===== config.mk =====
export PLATFORM = sky130hd
export DESIGN_NAME = multi_digit_display_driver_flat
export DESIGN_NICKNAME = d
export VERILOG_FILES = /design/src/rtl/multi_digit_display_driver_pkg.sv /design/src/rtl/multi_digit_display_driver_if.sv /design/src/rtl/hex_to_seg7.sv /design/src/rtl/multi_digit_display_driver.sv /design/src/flat_wrapper.sv
export SDC_FILE = /design/constraint.sdc
export NUM_CORES = 1
export LEC_CHECK = 0
export ABC_AREA = 1
export BUFFER_PORTS_ARGS = -buffer_cell sky130_fd_sc_hd__buf_2
export CAP_MARGIN = 20
export CORE_MARGIN = 2
export CORE_UTILIZATION = 40
export DETAILED_ROUTE_END_ITERATION = 8
export GPL_TIMING_DRIVEN = 0
export PLACE_DENSITY = 0.6
export SLEW_MARGIN = 20
export SYNTH_ARGS = -nofsm -noshare
export SYNTH_HDL_FRONTEND = slang
export SYNTH_SLANG_ARGS = --single-unit

===== constraint.sdc =====
create_clock -name i_clk -period 3.6 [get_ports i_clk]
set_clock_uncertainty 0.1 [all_clocks]
set_input_delay 0.18 -clock i_clk [delete_from_list [all_inputs] [get_ports i_clk]]
set_output_delay 0.18 -clock i_clk [all_outputs]
set_load 0.05 [all_outputs]

===== src/rtl/multi_digit_display_driver_pkg.sv =====
// Shared definitions for the multiplexed seven-segment display driver.
// Holds the active-low segment patterns (bit 0 = segment a, bit 6 = g)
// and the bit positions used to assemble the 8-bit SEG_N output.
package multi_digit_display_driver_pkg;

    typedef logic [6:0] seg7_t;

    localparam int unsigned SEG_NUM_BITS = 7;  // segments a..g
    localparam int unsigned SEG_DP_BIT   = 7;  // decimal point within SEG_N

    localparam seg7_t SEG_0   = 7'h40;
    localparam seg7_t SEG_1   = 7'h79;
    localparam seg7_t SEG_2   = 7'h24;
    localparam seg7_t SEG_3   = 7'h30;
    localparam seg7_t SEG_4   = 7'h19;
    localparam seg7_t SEG_5   = 7'h12;
    localparam seg7_t SEG_6   = 7'h02;
    localparam seg7_t SEG_7   = 7'h78;
    localparam seg7_t SEG_8   = 7'h00;
    localparam seg7_t SEG_9   = 7'h10;
    localparam seg7_t SEG_A   = 7'h08;
    localparam seg7_t SEG_B   = 7'h03;
    localparam seg7_t SEG_C   = 7'h46;
    localparam seg7_t SEG_D   = 7'h21;
    localparam seg7_t SEG_E   = 7'h06;
    localparam seg7_t SEG_F   = 7'h0E;
    localparam seg7_t SEG_OFF = 7'h7F;

endpackage


===== src/rtl/multi_digit_display_driver_if.sv =====
// Bus between a datapath and the display driver.
//   value        hex nibbles, digit 0 = value[3:0] (rightmost)
//   dots         per-digit decimal point, 1 = lit
//   load         1-cycle strobe capturing value/dots
//   lz_suppress  1 = blank leading zero digits
//   brightness   on-time duty, 0 = dark, 15 = full
//   seg_n        [6:0] = g..a, [7] = dp, active-low
//   an_n         digit enables, active-low, one-cold
//   update_pend  captured data waiting for the frame boundary
//   frame_tick   1-cycle pulse as the digit index wraps to 0
// master drives the controls (datapath side), slave is the driver.
interface multi_digit_display_driver_if #(
    parameter int unsigned NUM_DIGITS = 4
);
    logic [4*NUM_DIGITS-1:0] value;
    logic [NUM_DIGITS-1:0]   dots;
    logic                    load;
    logic                    lz_suppress;
    logic [3:0]              brightness;
    logic [7:0]              seg_n;
    logic [NUM_DIGITS-1:0]   an_n;
    logic                    update_pend;
    logic                    frame_tick;

    modport master (
        output value, dots, load, lz_suppress, brightness,
        input  seg_n, an_n, update_pend, frame_tick
    );

    modport slave (
        input  value, dots, load, lz_suppress, brightness,
        output seg_n, an_n, update_pend, frame_tick
    );
endinterface


===== src/rtl/hex_to_seg7.sv =====
// Combinational hex nibble to active-low seven-segment decoder.
//   i_nibble  4-bit hex digit
//   o_seg     segments g..a, active-low (bit 0 = a)
module hex_to_seg7
    import multi_digit_display_driver_pkg::*;
(
    input  logic [3:0] i_nibble,
    output seg7_t      o_seg
);

    always_comb begin
        o_seg = SEG_OFF;
        unique case (i_nibble)
            4'h0: o_seg = SEG_0;
            4'h1: o_seg = SEG_1;
            4'h2: o_seg = SEG_2;
            4'h3: o_seg = SEG_3;
            4'h4: o_seg = SEG_4;
            4'h5: o_seg = SEG_5;
            4'h6: o_seg = SEG_6;
            4'h7: o_seg = SEG_7;
            4'h8: o_seg = SEG_8;
            4'h9: o_seg = SEG_9;
            4'hA: o_seg = SEG_A;
            4'hB: o_seg = SEG_B;
            4'hC: o_seg = SEG_C;
            4'hD: o_seg = SEG_D;
            4'hE: o_seg = SEG_E;
            4'hF: o_seg = SEG_F;
        endcase
    end

endmodule


===== src/rtl/multi_digit_display_driver.sv =====
// Time-multiplexed driver for NUM_DIGITS common-anode seven-segment digits.
// Scans one digit per REFRESH_DIV-cycle slot, blanks the first BLANK_CYCLES
// of each slot against ghosting, scales the on-window by brightness, and
// swaps newly loaded data in only at the frame boundary.
//   i_clk     system clock, rising edge
//   i_resetn  synchronous reset, active-low
//   io_disp   control/display bus (slave side), see the interface file
module multi_digit_display_driver
    import multi_digit_display_driver_pkg::*;
#(
    parameter int unsigned NUM_DIGITS   = 4,
    parameter int unsigned REFRESH_DIV  = 50000,
    parameter int unsigned BLANK_CYCLES = 16
) (
    input  logic                          i_clk,
    input  logic                          i_resetn,
    multi_digit_display_driver_if.slave   io_disp
);

    localparam int unsigned CntW   = $clog2(REFRESH_DIV);
    localparam int unsigned IdxW   = $clog2(NUM_DIGITS);
    localparam int unsigned ValW   = 4 * NUM_DIGITS;
    localparam int unsigned OnSpan = REFRESH_DIV - BLANK_CYCLES;

    logic [CntW-1:0]       r_cnt;
    logic [IdxW-1:0]       r_idx;
    logic [ValW-1:0]       r_act_value;
    logic [NUM_DIGITS-1:0] r_act_dots;
    logic [ValW-1:0]       r_pend_value;
    logic [NUM_DIGITS-1:0] r_pend_dots;
    logic                  r_pend;
    logic [7:0]            r_seg_n;
    logic [NUM_DIGITS-1:0] r_an_n;
    logic                  r_frame_tick;

    logic                  w_slot_end;
    logic                  w_boundary;
    logic [31:0]           w_cnt_ext;
    logic [31:0]           w_on_len;
    logic                  w_an_on;
    logic [3:0]            w_nibble;
    logic                  w_dot;
    seg7_t                 w_dec;
    logic                  w_zero_run;
    logic [NUM_DIGITS-1:0] w_lz_blank;
    logic                  w_blank;
    logic [7:0]            w_seg_next;
    logic [NUM_DIGITS-1:0] w_an_next;

    assign w_slot_end = (r_cnt == CntW'(REFRESH_DIV - 1));
    assign w_boundary = w_slot_end && (r_idx == IdxW'(NUM_DIGITS - 1));

    // Lit window: starts after the blanking gap, length scaled by brightness/16;
    // full brightness forces the whole remaining slot on.
    assign w_cnt_ext = 32'(r_cnt);
    assign w_on_len  = (OnSpan * 32'(io_disp.brightness)) >> 4;
    assign w_an_on   = (w_cnt_ext >= BLANK_CYCLES) &&
                       ((io_disp.brightness == 4'hF) ||
                        ((w_cnt_ext - BLANK_CYCLES) < w_on_len));

    assign w_nibble = r_act_value[4*int'(r_idx) +: 4];
    assign w_dot    = r_act_dots[r_idx];

    hex_to_seg7 u_dec (
        .i_nibble (w_nibble),
        .o_seg    (w_dec)
    );

    // Digit k is a leading zero when it and every digit above it are zero.
    always_comb begin
        w_lz_blank = '0;
        w_zero_run = 1'b1;
        for (int k = int'(NUM_DIGITS) - 1; k >= 1; k--) begin
            w_zero_run    = w_zero_run && (r_act_value[4*k +: 4] == 4'h0);
            w_lz_blank[k] = w_zero_run;
        end
    end

    assign w_blank = io_disp.lz_suppress && w_lz_blank[r_idx];

    always_comb begin
        w_seg_next = 8'hFF;
        w_an_next  = '1;
        if (w_an_on) begin
            w_seg_next[SEG_NUM_BITS-1:0] = w_blank ? SEG_OFF : w_dec;
            w_seg_next[SEG_DP_BIT]       = ~w_dot;
            w_an_next[r_idx]             = 1'b0;
        end
    end

    always_ff @(posedge i_clk) begin
        if (!i_resetn) begin
            r_cnt        <= '0;
            r_idx        <= '0;
            r_act_value  <= '0;
            r_act_dots   <= '0;
            r_pend_value <= '0;
            r_pend_dots  <= '0;
            r_pend       <= 1'b0;
            r_seg_n      <= 8'hFF;
            r_an_n       <= '1;
            r_frame_tick <= 1'b0;
        end else begin
            r_cnt        <= w_slot_end ? '0 : r_cnt + 1'b1;
            if (w_slot_end) begin
                r_idx <= w_boundary ? '0 : r_idx + 1'b1;
            end
            r_frame_tick <= w_boundary;
            r_seg_n      <= w_seg_next;
            r_an_n       <= w_an_next;

            if (w_boundary) begin
                // A load on the boundary itself bypasses the pending stage.
                if (io_disp.load) begin
                    r_act_value <= io_disp.value;
                    r_act_dots  <= io_disp.dots;
                end else if (r_pend) begin
                    r_act_value <= r_pend_value;
                    r_act_dots  <= r_pend_dots;
                end
                r_pend <= 1'b0;
            end else if (io_disp.load) begin
                r_pend_value <= io_disp.value;
                r_pend_dots  <= io_disp.dots;
                r_pend       <= 1'b1;
            end
        end
    end

    assign io_disp.seg_n       = r_seg_n;
    assign io_disp.an_n        = r_an_n;
    assign io_disp.update_pend = r_pend;
    assign io_disp.frame_tick  = r_frame_tick;

endmodule


===== src/flat_wrapper.sv =====
// flat-port wrapper written by rule: the top's interface ports become plain ports
module multi_digit_display_driver_flat import multi_digit_display_driver_pkg::*;
#(
    parameter int unsigned NUM_DIGITS   = 4,
    parameter int unsigned REFRESH_DIV  = 50000,
    parameter int unsigned BLANK_CYCLES = 16
)
  (i_clk, i_resetn, io_disp_value, io_disp_dots, io_disp_load, io_disp_lz_suppress, io_disp_brightness, io_disp_seg_n, io_disp_an_n, io_disp_update_pend, io_disp_frame_tick);
  multi_digit_display_driver_if #(.NUM_DIGITS(NUM_DIGITS)) io_disp_i ();
  input  logic i_clk;
  input  logic i_resetn;
  input wire logic [$bits(io_disp_i.value)-1:0] io_disp_value;
  input wire logic [$bits(io_disp_i.dots)-1:0] io_disp_dots;
  input wire logic [$bits(io_disp_i.load)-1:0] io_disp_load;
  input wire logic [$bits(io_disp_i.lz_suppress)-1:0] io_disp_lz_suppress;
  input wire logic [$bits(io_disp_i.brightness)-1:0] io_disp_brightness;
  output wire logic [$bits(io_disp_i.seg_n)-1:0] io_disp_seg_n;
  output wire logic [$bits(io_disp_i.an_n)-1:0] io_disp_an_n;
  output wire logic [$bits(io_disp_i.update_pend)-1:0] io_disp_update_pend;
  output wire logic [$bits(io_disp_i.frame_tick)-1:0] io_disp_frame_tick;
  assign io_disp_i.value = io_disp_value;
  assign io_disp_i.dots = io_disp_dots;
  assign io_disp_i.load = io_disp_load;
  assign io_disp_i.lz_suppress = io_disp_lz_suppress;
  assign io_disp_i.brightness = io_disp_brightness;
  assign io_disp_seg_n = io_disp_i.seg_n;
  assign io_disp_an_n = io_disp_i.an_n;
  assign io_disp_update_pend = io_disp_i.update_pend;
  assign io_disp_frame_tick = io_disp_i.frame_tick;
  multi_digit_display_driver #(.NUM_DIGITS(NUM_DIGITS), .REFRESH_DIV(REFRESH_DIV), .BLANK_CYCLES(BLANK_CYCLES)) u_core (.i_clk(i_clk), .i_resetn(i_resetn), .io_disp(io_disp_i));
endmodule

==> metrics.md, run 1 <==
| Metric | Value |
|---|---|
| Largest net degree at the start of global routing | 14 |
| RR Endpoint | u_core.io_disp.an_n[3] |
| Avg Cell Area, Syn | 7.40 sq um |
| Final period util | 88.8% |
| DR vias | 4038 |
| CTS tree | done |
| Overall Global Routing Usage | ~18% |
| PostCTS Resize Cnt | 0 |
| Worst Path Required | 3.74 ns |
| Hold Crit Start | io_disp_value[2] |
| Max VDD drop | approximately 0.22 mV |
| Crit path kind | input port to register |
| CTS max path bufs | 2 |
| P_int | between 1000 and 1500 uW |
| Setup slack after layout | 0.404 ns |
| Row count | 38 |
| Slew HR | 54.5% |
| Layout cell share with drive strength beyond 1 | between 10% and 20% |
| Post-synth ARST share | 0% |
| Seq pwr share | 50.5% |
| Cell taking the most area after synthesis | dfxtp_1 |
| Sw Ratio | 28.3% |
| Warning count from the yosys run | 0 |
| Count leader, synth | nand2_1 |
| Clk network pwr share | about a third |
| First-pass GRT wire length | 17100 um |
| Pwr dens | 315 nW/um^2 |
| Setup crit start kind | input port |
| Min cycle time layout | 3.20 ns |
| Synth Cell Area | 4500 sq um |
| Setup TNS | 0 ns |
| R2r startpoint | u_core.r_cnt[4] |
| Design Area, Final | 5190 sq um |
| Dominant synthesized flop cell | dfxtp_1 |
| Initial antenna violation count | 0 |
| Synth top area cells | dfxtp_1 (32%), ha_1 (12%), nand2_1 (10%) |
| Sw power | 463 uW |
| Top Ports | 42 |
| P&R area growth vs syn | 15.4% |
| Setup-failing EPs final | 0 |
| Arrival time at the worst endpoint | 3.33 ns |
| Final Max Slew Viols | 0 |
| Pre-CTS WS | 0.0742 ns |
| Final hold violation count | 0 |
| Peak Freq | approximately 310 MHz |
| # nets final | ~750 |
| Reg2Reg Setup Slack | 0.70 ns |
| Initial Utilization | 41.3% |
| Finished Layout Cells | between 800 and 900 |
| CP Max Fanout | 8 |
| Outcome | complete, no violations |
| Die area | 12100 sq um |
| Grt total ovfl | 0 |
| CP endpoint kind | register |
| Antenna diode count | 0 |
| Unrepaired setup endpoints after global routing | false |
| Final antenna-violating net count | 0 |
| Top cell type's share of synthesized area | around 32% |
| End of the worst hold path | u_core.r_pend_value[2] |
| Min-Delay Path Depth | 3 |
| Drt initial violations | between 150 and 200 |
| RePlAce Congestion | approximately 0.84 |
| Clock Sinks | 72 |
| Post-DP HPWL | about 7900 um |
| Postcts setup bufs | 0 |
| # H-tree levels | 3 |
| Die height | 110 um |
| R2R depth | 17 |
| Slew at the pin with the worst max-slew slack | between 0.6 and 0.7 ns |
| Yosys cell types | between 40 and 50 |
| Die Wd | 110 um |
| DR WL/cell | 12.4 um |
| Placed cell count | 788 |
| Vias in the first global route | 3787 |
| EDFF count, synth | 0 |
| WHS | 0.0174 ns |
| Worst-Skew Late Latency | 0.35 ns |
| Top cells by count, synth | nand2_1 (122), dfxtp_1 (72), nor2_1 (72) |
| Filler cells | 1122 |
| Sequential share of the synthesized area | around a third |
| Leak Pwr | 0.00239 uW |
| TritonCTS Buffers | 9 |
| Wirelength, routed | around 10000 um |
| Maxcap violations | 0 |
| IO buf count | 40 |
| Router iterations before antenna repair | 4 |
| Synth Net Count | 681 |
| Core box area | roughly 11000 sq um |
| Hold WC Path Type | input port to register |
| DRC | 0 |
| Synthesized instance count | 608 |
| Power share of the combinational group | 15.1% |
| DP Area | around 4900 sq um |
| Via-to-Cell Ratio | around 4.9 |
| Root Buffer | clkbuf_8 |
| Flops & latches, synth | between 70 and 80 |
| Clk slew on worst S/H paths | 0.08 ns |
[kinds of logic (layout without fill, tap and decap cells)]
family	count (synthesis)	in the layout	share of synthesized area, %
mux	16	16	3.56
buf+inv	81	151	7.73
xor+xnor	16	16	3.12
flops	72	72	32.0
simple gates	273	273	27.6
compound gates	105	105	13.2
fa+ha+maj	45	45	12.7
[critical path, stage by stage]
cell	delay, ns
buf_2	0.14
inv_1	0.05
ha_1	0.27
inv_1	0.04
ha_1	0.40
ha_1	0.36
a21oi_1	0.17
o21ai_0	0.13
a22oi_1	0.20
nand2_1	0.08
nand2_1	0.06
nand2_1	0.06
ha_1	0.27
nand2_1	0.06
inv_1	0.05
a21oi_1	0.17
nand2_1	0.07
nor2_1	0.09
nand2_1	0.09
nand2_2	0.15
and2_4	0.20
nand2_1	0.05
[metal layers]
metal  share of wire, %  vias up  track usage [%]  wire length (um)
li1                   -     2135                -                 -
met1                 49     1806             23.5              5000
met2                 45       86             29.9              4620
met3                4.1       11             3.00               417
met4                1.3        0             6.33               133
met5                  0        -                0                 0
[cell usage in the layout (no fill, tap or decap), types with 4 or more instances in the layout]
cell	Yosys	final
dfxtp_1	72	72
clkbuf_8	0	9
o21ai_1	10	10
nor2_2	4	4
xnor2_1	4	4
inv_1	60	60
xor2_1	12	12
nand4_1	11	11
ha_1	44	44
dlygate4sd3_1	0	15
clkbuf_1	4	4
a21oi_1	31	31
nor3_1	7	7
mux2i_1	16	16
nor2_1	72	72
nand2_1	122	122
buf_2	8	48
a21oi_2	10	10
o21ai_0	45	45
nand3_1	36	36
[cell type report]
class                           count  area, sq um  share of cell area (%)
Timing Repair Buffer               55          350                    6.75
Tap cell                          140          175                    3.37
Multi-Input combinational cell    455         2710                    52.2
Inverter                           62          233                    4.48
Buffer                             19          115                    2.22
Sequential cell                    72         1440                    27.8
Clock buffer                        9          124                    2.39
Clock inverter                      6         43.8                   0.844
[sequential cells by signal, indices dropped and copies added (netlist names), 2 cells and up]
register	flops
u_core.io_disp.an_n	4
u_core.io_disp.seg_n	8
u_core.r_act_dots	4
u_core.r_act_value	16
u_core.r_cnt	16
u_core.r_idx	2
u_core.r_pend_dots	4
u_core.r_pend_value	16
[worst max-delay path by stage]
stage | startpoint | to
2_1_floorplan | io_disp_brightness[2] | u_core.io_disp.an_n[3]
3_3_place_gp | io_disp_brightness[2] | u_core.io_disp.seg_n[7]
3_5_place_dp | io_disp_brightness[2] | u_core.io_disp.seg_n[7]
4_1_cts | io_disp_brightness[2] | u_core.io_disp.an_n[3]
5_1_grt | io_disp_brightness[2] | u_core.io_disp.an_n[3]
6_report | io_disp_brightness[2] | u_core.io_disp.an_n[3]
[metrics by stage]
step | power, uW | util (%)
3_3_place_gp | 1070 | 44.8
2_1_floorplan | 1010 | -
3_5_place_dp | 1080 | 44.8
5_1_grt | 1740 | 47.7
6_report | 1630 | 47.7
4_1_cts | 1660 | 47.7
[power groups by stage]
stage          Clock [uW]  Combinational (uW)  Sequential [uW]
6_report              563                 247              825
4_1_cts               588                 249              825
5_1_grt               622                 286              827
2_1_floorplan           0                 169              844
3_3_place_gp            0                 229              843
3_5_place_dp            0                 235              844
[what timing repair did]
item / in CTS / in global routing
setup endpoints to repair: 0 / 0
hold buffers: 15 / 0
hold endpoints to repair: 15 / 0
Note: power is estimated with default switching activity, not from simulation.
==> run 2: changes to the inputs <==
--- a/config.mk
+++ b/config.mk
@@ -13,6 +13,7 @@
 export DETAILED_ROUTE_END_ITERATION = 8
 export GPL_TIMING_DRIVEN = 0
 export PLACE_DENSITY = 0.6
+export REMOVE_ABC_BUFFERS = 1
 export SLEW_MARGIN = 20
 export SYNTH_ARGS = -nofsm -noshare
 export SYNTH_HDL_FRONTEND = slang
==> constraint.sdc (replaced) <==
create_clock -name i_clk -period 3.15 [get_ports i_clk]
set_clock_uncertainty 0.1 [all_clocks]
set_input_delay 0.1575 -clock i_clk [delete_from_list [all_inputs] [get_ports i_clk]]
set_output_delay 0.1575 -clock i_clk [all_outputs]
set_load 0.05 [all_outputs]
==> run 2 against run 1 <==
Clock power is 39% higher. Highest routed layer unchanged. Combinational power is 17% higher. Die area stayed put. Design area is 0.17% higher. Sequential cell count stayed put. Cell count is 1.7% lower. Wire length is 5.4% lower. Critical path depth is 1 lower. Largest power group unchanged. Global-route usage is 0.76 points lower. Critical endpoint is now u_core.io_disp.an_n[1].
==> metrics.md, run 2 (synthesis results as in run 1) <==
| Metric | Value |
|---|---|
| TritonCTS Buffers | 9 |
| Final Util | 47.8% |
| Overall Global Routing Usage | between 10% and 20% |
| Core box area | 10900 sq um |
| Min cycle time layout | 2.95 ns |
| First-pass GRT wire length | approximately 16000 um |
| Worst Path Buf+Inv | 1 |
| # H-tree levels | 3 |
| DR vias | between 3000 and 4000 |
| DP Area | 4760 sq um |
| Postcts setup bufs | 0 |
| Root Buffer | clkbuf_8 |
| Die area | 12100 sq um |
| Slew at the pin with the worst max-slew slack | ~0.65 ns |
| Crit path kind | input port to register |
| Via-to-Cell Ratio | 4.95 |
| Final antenna-violating net count | 0 |
| P&R area growth vs syn | 15.6% |
| Router iterations before antenna repair | 5 |
| Filler cells | 1086 |
| Die Wd | 110 um |
| Final Max Slew Viols | 0 |
| Storage cell area | around 1400 sq um |
| DR WL/cell | 12.0 um |
| Setup-failing EPs final | 0 |
| IO buf count | 41 |
| Pwr dens | 387 nW/um^2 |
| Design Area, Final | 5200 sq um |
| Layout cell share with drive strength beyond 1 | 14.2% |
| Largest regs | u_core.r_act_value x16, u_core.r_cnt x16, u_core.r_pend_value x16 |
| # nets final | between 700 and 800 |
| Initial antenna violation count | 0 |
| Multi-input gate area | ~2800 sq um |
| Die height | 110 um |
| Clk slew on worst S/H paths | 0.08 ns |
| Vias in the first global route | 3698 |
| Largest net degree at the start of global routing | 45 |
| Worst-Skew Late Latency | 0.36 ns |
| CP peak stage delay | a little under 0.4 ns |
| Commonest non-fill, non-tap cells in the layout | nand2_1 (121), nor2_1 (72), dfxtp_1 (72) |
| Final period util | around 94% |
| CTS max path bufs | 2 |
| Crit-path slowest cell | fa_2 |
| Final hold violation count | 0 |
| Leak Pwr | 0.00236 uW |
| Hold WC Path Type | input port to register |
| Maxcap violations | 0 |
| Outcome | complete, no violations |
| Most common cell after layout, fill and taps aside | nand2_1 |
| Top Ports | 42 |
| Slew HR | 56.9% |
| Arrival time at the worst endpoint | 3.09 ns |
| Setup TNS | 0 ns |
| Wirelength, routed | 9620 um |
| CTS tree | done |
| Grt total ovfl | 0 |
| Antenna diode count | 0 |
| RePlAce Congestion | slightly below 0.9 |
| CP top delay family | adder cells |
| CP Max Fanout | 8 |
| Post-DP HPWL | 7230 um |
| DRC | 0 |
| Worst path cell trace | buf_2, ha_1, ha_1, ha_1, fa_2, nand2_1, nand2_1, nand3_1, nand2_1, nand2_1, nand2_1, ha_1, nand2_1, nand2_1, a21oi_2, nand2_1, nor2_1, nand2_1, nand2_4, and2_4, nand2_1 |
| Row count | 38 |
| Max VDD drop | 0.263 mV |
| Initial Utilization | 41.3% |
| Peak Freq | ~340 MHz |
| Setup crit start kind | input port |
| Clock Sinks | 72 |
| Worst Path Required | 3.29 ns |
| Critical path's most frequent cell | nand2_1 |
| CP endpoint kind | register |
| Drt initial violations | 140 |
[run 2: cell types whose count changed in the layout (fill, tap and decap cells not counted), sizes merged]
cell and delta:
inv +2, clkbuf -3, clkinv -3, bufinv +1
buf -14, dlygate4sd3 +3
[run 2: final timing paths]
kind / from / to / slack (ns) / cells after the start
worst max register to register: u_core.r_cnt[4] / u_core.io_disp.an_n[1] / 0.31 / 16
worst max-delay path: io_disp_brightness[1] / u_core.io_disp.an_n[1] / 0.20 / 21
worst min register to register: u_core.r_pend_value[12] / u_core.r_pend_value[12] / 0.35 / 2
worst min-delay path: io_disp_value[4] / u_core.r_pend_value[4] / 0.02 / 3
[run 2: through the flow]
step	setup WS, ns	power [uW]	hold slack [ns]	cells
2_1_floorplan	0.196	1140	0.193	589
3_3_place_gp	-0.400	1210	0.326	770
3_5_place_dp	-0.429	1220	0.333	770
4_1_cts	0.0131	2040	0.00427	804
5_1_grt	-0.0113	2140	0.0294	804
6_report	0.204	2010	0.0238	804
[run 2: final cells by class]
class                      count  area share (%)
multi-input combinational    455            53.0
sequential                    72            27.7
timing repair buffer          59            7.41
inverter                      62            4.48
tap                          140            3.37
clock buffer                  10            2.65
clock inverter                 6            1.40
[run 2: tightest hold or removal path, stage by stage]
cell and delay, ns:
buf_2 0.09, o21ai_0 0.08, a21oi_1 0.11
[run 2: metal layers]
metal  track usage [%]  vias up  wire [um]  share of wire [%]
met2              29.7       68       4660                 48
met4              5.61        0        149                1.5
li1                  -     2106          -                  -
met3              3.88       14        334                3.5
met1              21.2     1788       4480                 47
met5                 0        -          0                  0
[run 2: report_power, final]
| part | switching [uW] | internal [uW] |
|---|---|---|
| registers | 11.0 | 931 |
| logic | 159 | 129 |
| clock network | 386 | 399 |
[run 2: timing repair]
| item | 4_1_cts | 5_1_grt |
|---|---|---|
| hold buffers | 18 | 0 |
| endpoints found under the setup margin | 5 | 12 |
| hold endpoints to repair | 21 | 0 |
| gates resized for setup | 1 | 9 |
| pin swaps | 0 | 3 |
==> run 3: changes to the inputs <==
--- a/config.mk
+++ b/config.mk
@@ -5,14 +5,14 @@
 export SDC_FILE = /design/constraint.sdc
 export NUM_CORES = 1
 export LEC_CHECK = 0
-export ABC_AREA = 1
+export ABC_CLOCK_PERIOD_IN_PS = 3150
 export BUFFER_PORTS_ARGS = -buffer_cell sky130_fd_sc_hd__buf_2
 export CAP_MARGIN = 20
 export CORE_MARGIN = 2
 export CORE_UTILIZATION = 40
 export DETAILED_ROUTE_END_ITERATION = 8
 export GPL_TIMING_DRIVEN = 0
-export PLACE_DENSITY = 0.6
+export PLACE_DENSITY = 0.61
 export REMOVE_ABC_BUFFERS = 1
 export SLEW_MARGIN = 20
 export SYNTH_ARGS = -nofsm -noshare
==> run 3 against run 2 <==
The run now ends with setup timing left. Maximum frequency fell by 11%. First-iteration DRC count rose by 17%. Area after synthesis fell by 3.9%. Synthesized cell count fell by 21%. Sequential share of layout area fell by 0.28 points. Clock-buffer cell count rose by 2. Register-to-register slack got worse by 0.21 ns. Sequential power fell by 0.4%. Critical path depth fell by 2. Critical endpoint is now u_core.io_disp.seg_n[5]. Highest routed layer unchanged.
==> metrics.md, run 3 <==
| Metric | Value |
|---|---|
| Arrival time at the worst endpoint | between 3 and 4 ns |
| Layout cell share with drive strength beyond 1 | 20.0% |
| Commonest non-fill, non-tap cells in the layout | nand2_1 (86), dfxtp_1 (72), buf_2 (39) |
| Unrepaired setup endpoints after global routing | true |
| P&R area growth vs syn | 21.6% |
| Initial Utilization | 41.5% |
| Outcome | complete, but fails checks |
| IO buf count | just over 40 |
| Via-to-Cell Ratio | 5.07 |
| Sw power | about 510 uW |
| Worst Path Required | 3.25 ns |
| Sw Ratio | 25.4% |
| Setup crit start kind | input port |
| GR peak layer | met2 |
| Wirelength, routed | around 9000 um |
| Filler cells | roughly 960 |
| M1 GR Usage | 21.4% |
| CP endpoint kind | register |
| Cell taking the most area after synthesis | dfxtp_1 |
| Seq pwr share | 46.5% |
| CTS max path bufs | 2 |
| Top cell type's share of synthesized area | 33.4% |
| Die height | 108 um |
| Top cells by count, synth | nand2_1 (87), dfxtp_1 (72), ha_1 (44) |
| Storage cell area | approximately 1400 sq um |
| Grt met2 use | 28.2% |
| # nets final | 614 |
| Count leader, synth | nand2_1 |
| Design Area, Final | 5250 sq um |
| Hold WC Path Type | input port to register |
| Setup-failing EPs final | 12 |
| GR Layer Usage met3 | 4.42% |
| DRC | 0 |
| Clock Sinks | between 70 and 80 |
| EDFF count, synth | 0 |
| Top Ports | 42 |
| Clk network pwr share | 36.8% |
| Warning count from the yosys run | 0 |
| Overall Global Routing Usage | between 15 and 20% |
| Synth Cell Area | 4320 sq um |
| CP Max Fanout | 6 |
| Post-synth ARST share | 0% |
| CTS tree | done |
| Clk slew on worst S/H paths | 0.07 ns |
| Pwr dens | 384 nW/um^2 |
| Initial antenna violation count | 0 |
| Slew HR | ~51% |
| Antenna diode count | 0 |
| Root Buffer | clkbuf_8 |
| Router iterations before antenna repair | 4 |
| # H-tree levels | 3 |
| Largest net degree at the start of global routing | 48 |
| Reg2Reg Setup Slack | 0.10 ns |
| Peak Freq | between 300 and 400 MHz |
| Vias in the first global route | between 3000 and 4000 |
| Multi-input gate area | ~2800 sq um |
| Largest regs | u_core.r_act_value x16, u_core.r_cnt x16, u_core.r_pend_value x16 |
| P_int | 1510 uW |
| WHS | 0.203 ns |
| DR vias | roughly 3500 |
| Final period util | 105% |
| Grt total ovfl | 0 |
| Maxcap violations | 0 |
| Die Wd | 108 um |
| Die area | 11600 sq um |
| DR WL/cell | approximately 14 um |
| Final antenna-violating net count | 0 |
| Setup slack after layout | -0.153 ns |
| Row count | 37 |
| Yosys cell types | 49 |
| Worst-Skew Late Latency | roughly 0.34 ns |
| Final hold violation count | 0 |
| Min cycle time layout | 3.30 ns |
| Synth top area cells | dfxtp_1 (33%), ha_1 (13%), nand2_1 (7.6%) |
| Max VDD drop | 0.267 mV |
| Failing checks | setup timing |
| Dominant synthesized flop cell | dfxtp_1 |
| Core box area | roughly 10000 sq um |
| Slew at the pin with the worst max-slew slack | 0.741 ns |
| Power share of the combinational group | ~17% |
| Flops & latches, synth | 72 |
| Drt initial violations | 164 |
| Post-DP HPWL | 6190 um |
| Crit path kind | input port to register |
| Final Max Slew Viols | 0 |
| DP Area | 4540 sq um |
| Sequential share of the synthesized area | 33.4% |
| TritonCTS Buffers | 9 |
| Most common cell after layout, fill and taps aside | nand2_1 |
| RePlAce Congestion | approximately 0.83 |
| Synthesized instance count | 481 |
| First-pass GRT wire length | 15700 um |
| Leak Pwr | 0.00241 uW |
| Avg Cell Area, Syn | between 8 and 9 sq um |
run 3: timing repair:
item | CTS | global route
endpoints found under the setup margin | 12 | 12
setup buffers | 13 | 0
hold endpoints to repair | 20 | 0
hold buffers | 20 | 0
gates resized for setup | 37 | 6
gates cloned | 1 | 0
pin swaps | 23 | 7
run 3: power groups by stage:
stage | Combinational (uW) | Sequential [uW] | Clock [uW]
after global routing | 375 | 940 | 806
after CTS | 324 | 938 | 771
final | 337 | 938 | 743
after global placement | 232 | 959 | 0
after floorplan | 163 | 960 | 0
after detailed placement | 244 | 959 | 0
run 3: logic make-up (layout without fill, tap and decap cells):
group                    count (synthesis)  in the layout  share of synthesized area [%]
flip-flops                              72             72                           33.4
AND/OR/NAND/NOR                        167            167                           18.0
buffers and inverters                   43            108                           5.39
XOR/XNOR                                32             32                           6.49
AO/OA/AOI/OAI                           90             90                           15.1
adder cells (fa/ha/maj)                 45             45                           13.2
multiplexers                            32             32                           8.37
run 3: worst paths after layout:
kind | startpoint | endpoint | cells past startpoint
max | io_disp_brightness[1] | u_core.io_disp.seg_n[5] | 19
min | io_disp_lz_suppress | u_core.io_disp.seg_n[3] | 5
max reg2reg | u_core.r_cnt[8] | u_core.io_disp.seg_n[5] | 14
min reg2reg | u_core.r_pend_value[7] | u_core.r_pend_value[7] | 2
run 3: final cells by class:
cell class,count,area share [%]
Tap cell,136,3.24
Clock buffer,12,2.95
Multi-Input combinational cell,366,53.7
Sequential cell,72,27.4
Timing Repair Buffer,76,10.6
Inverter,16,1.14
Clock inverter,4,0.977
run 3: metal layers:
layer  vias to the layer above  part of all wire [%]  wire length [um]
met5                         -                     0                 0
met4                         0                   1.2               114
met3                        11                   4.2               392
met2                        64                    47              4370
met1                      1593                    47              4380
li1                       1788                     -                 -
run 3: stage by stage:
stage | std cells | worst slack, ns | util [%] | power (uW) | TNS [ns]
after global placement | 631 | -1.82 | 43.4 | 1190 | -20.43
after CTS | 682 | -0.0318 | 50.2 | 2030 | -0.0614
final | 682 | -0.153 | 50.4 | 2020 | -1.30
after detailed placement | 632 | -0.942 | 43.6 | 1200 | -10.37
after global routing | 682 | -0.297 | 50.4 | 2120 | -2.96
after floorplan | 454 | -0.810 | - | 1120 | -8.82
run 3: critical path, cell delays in order:
cell and delay (ns):
buf_8 0.11, ha_4 0.26, ha_4 0.19, ha_4 0.16
fa_2 0.34, a21o_1 0.18, a21oi_2 0.18, o21bai_2 0.09
a31oi_1 0.21, xor2_1 0.18, ha_1 0.28, a21oi_2 0.17
o21ai_2 0.09, a21oi_2 0.14, a22oi_2 0.07, a311oi_2 0.19
buf_4 0.18, buf_6 0.13, o211ai_1 0.08
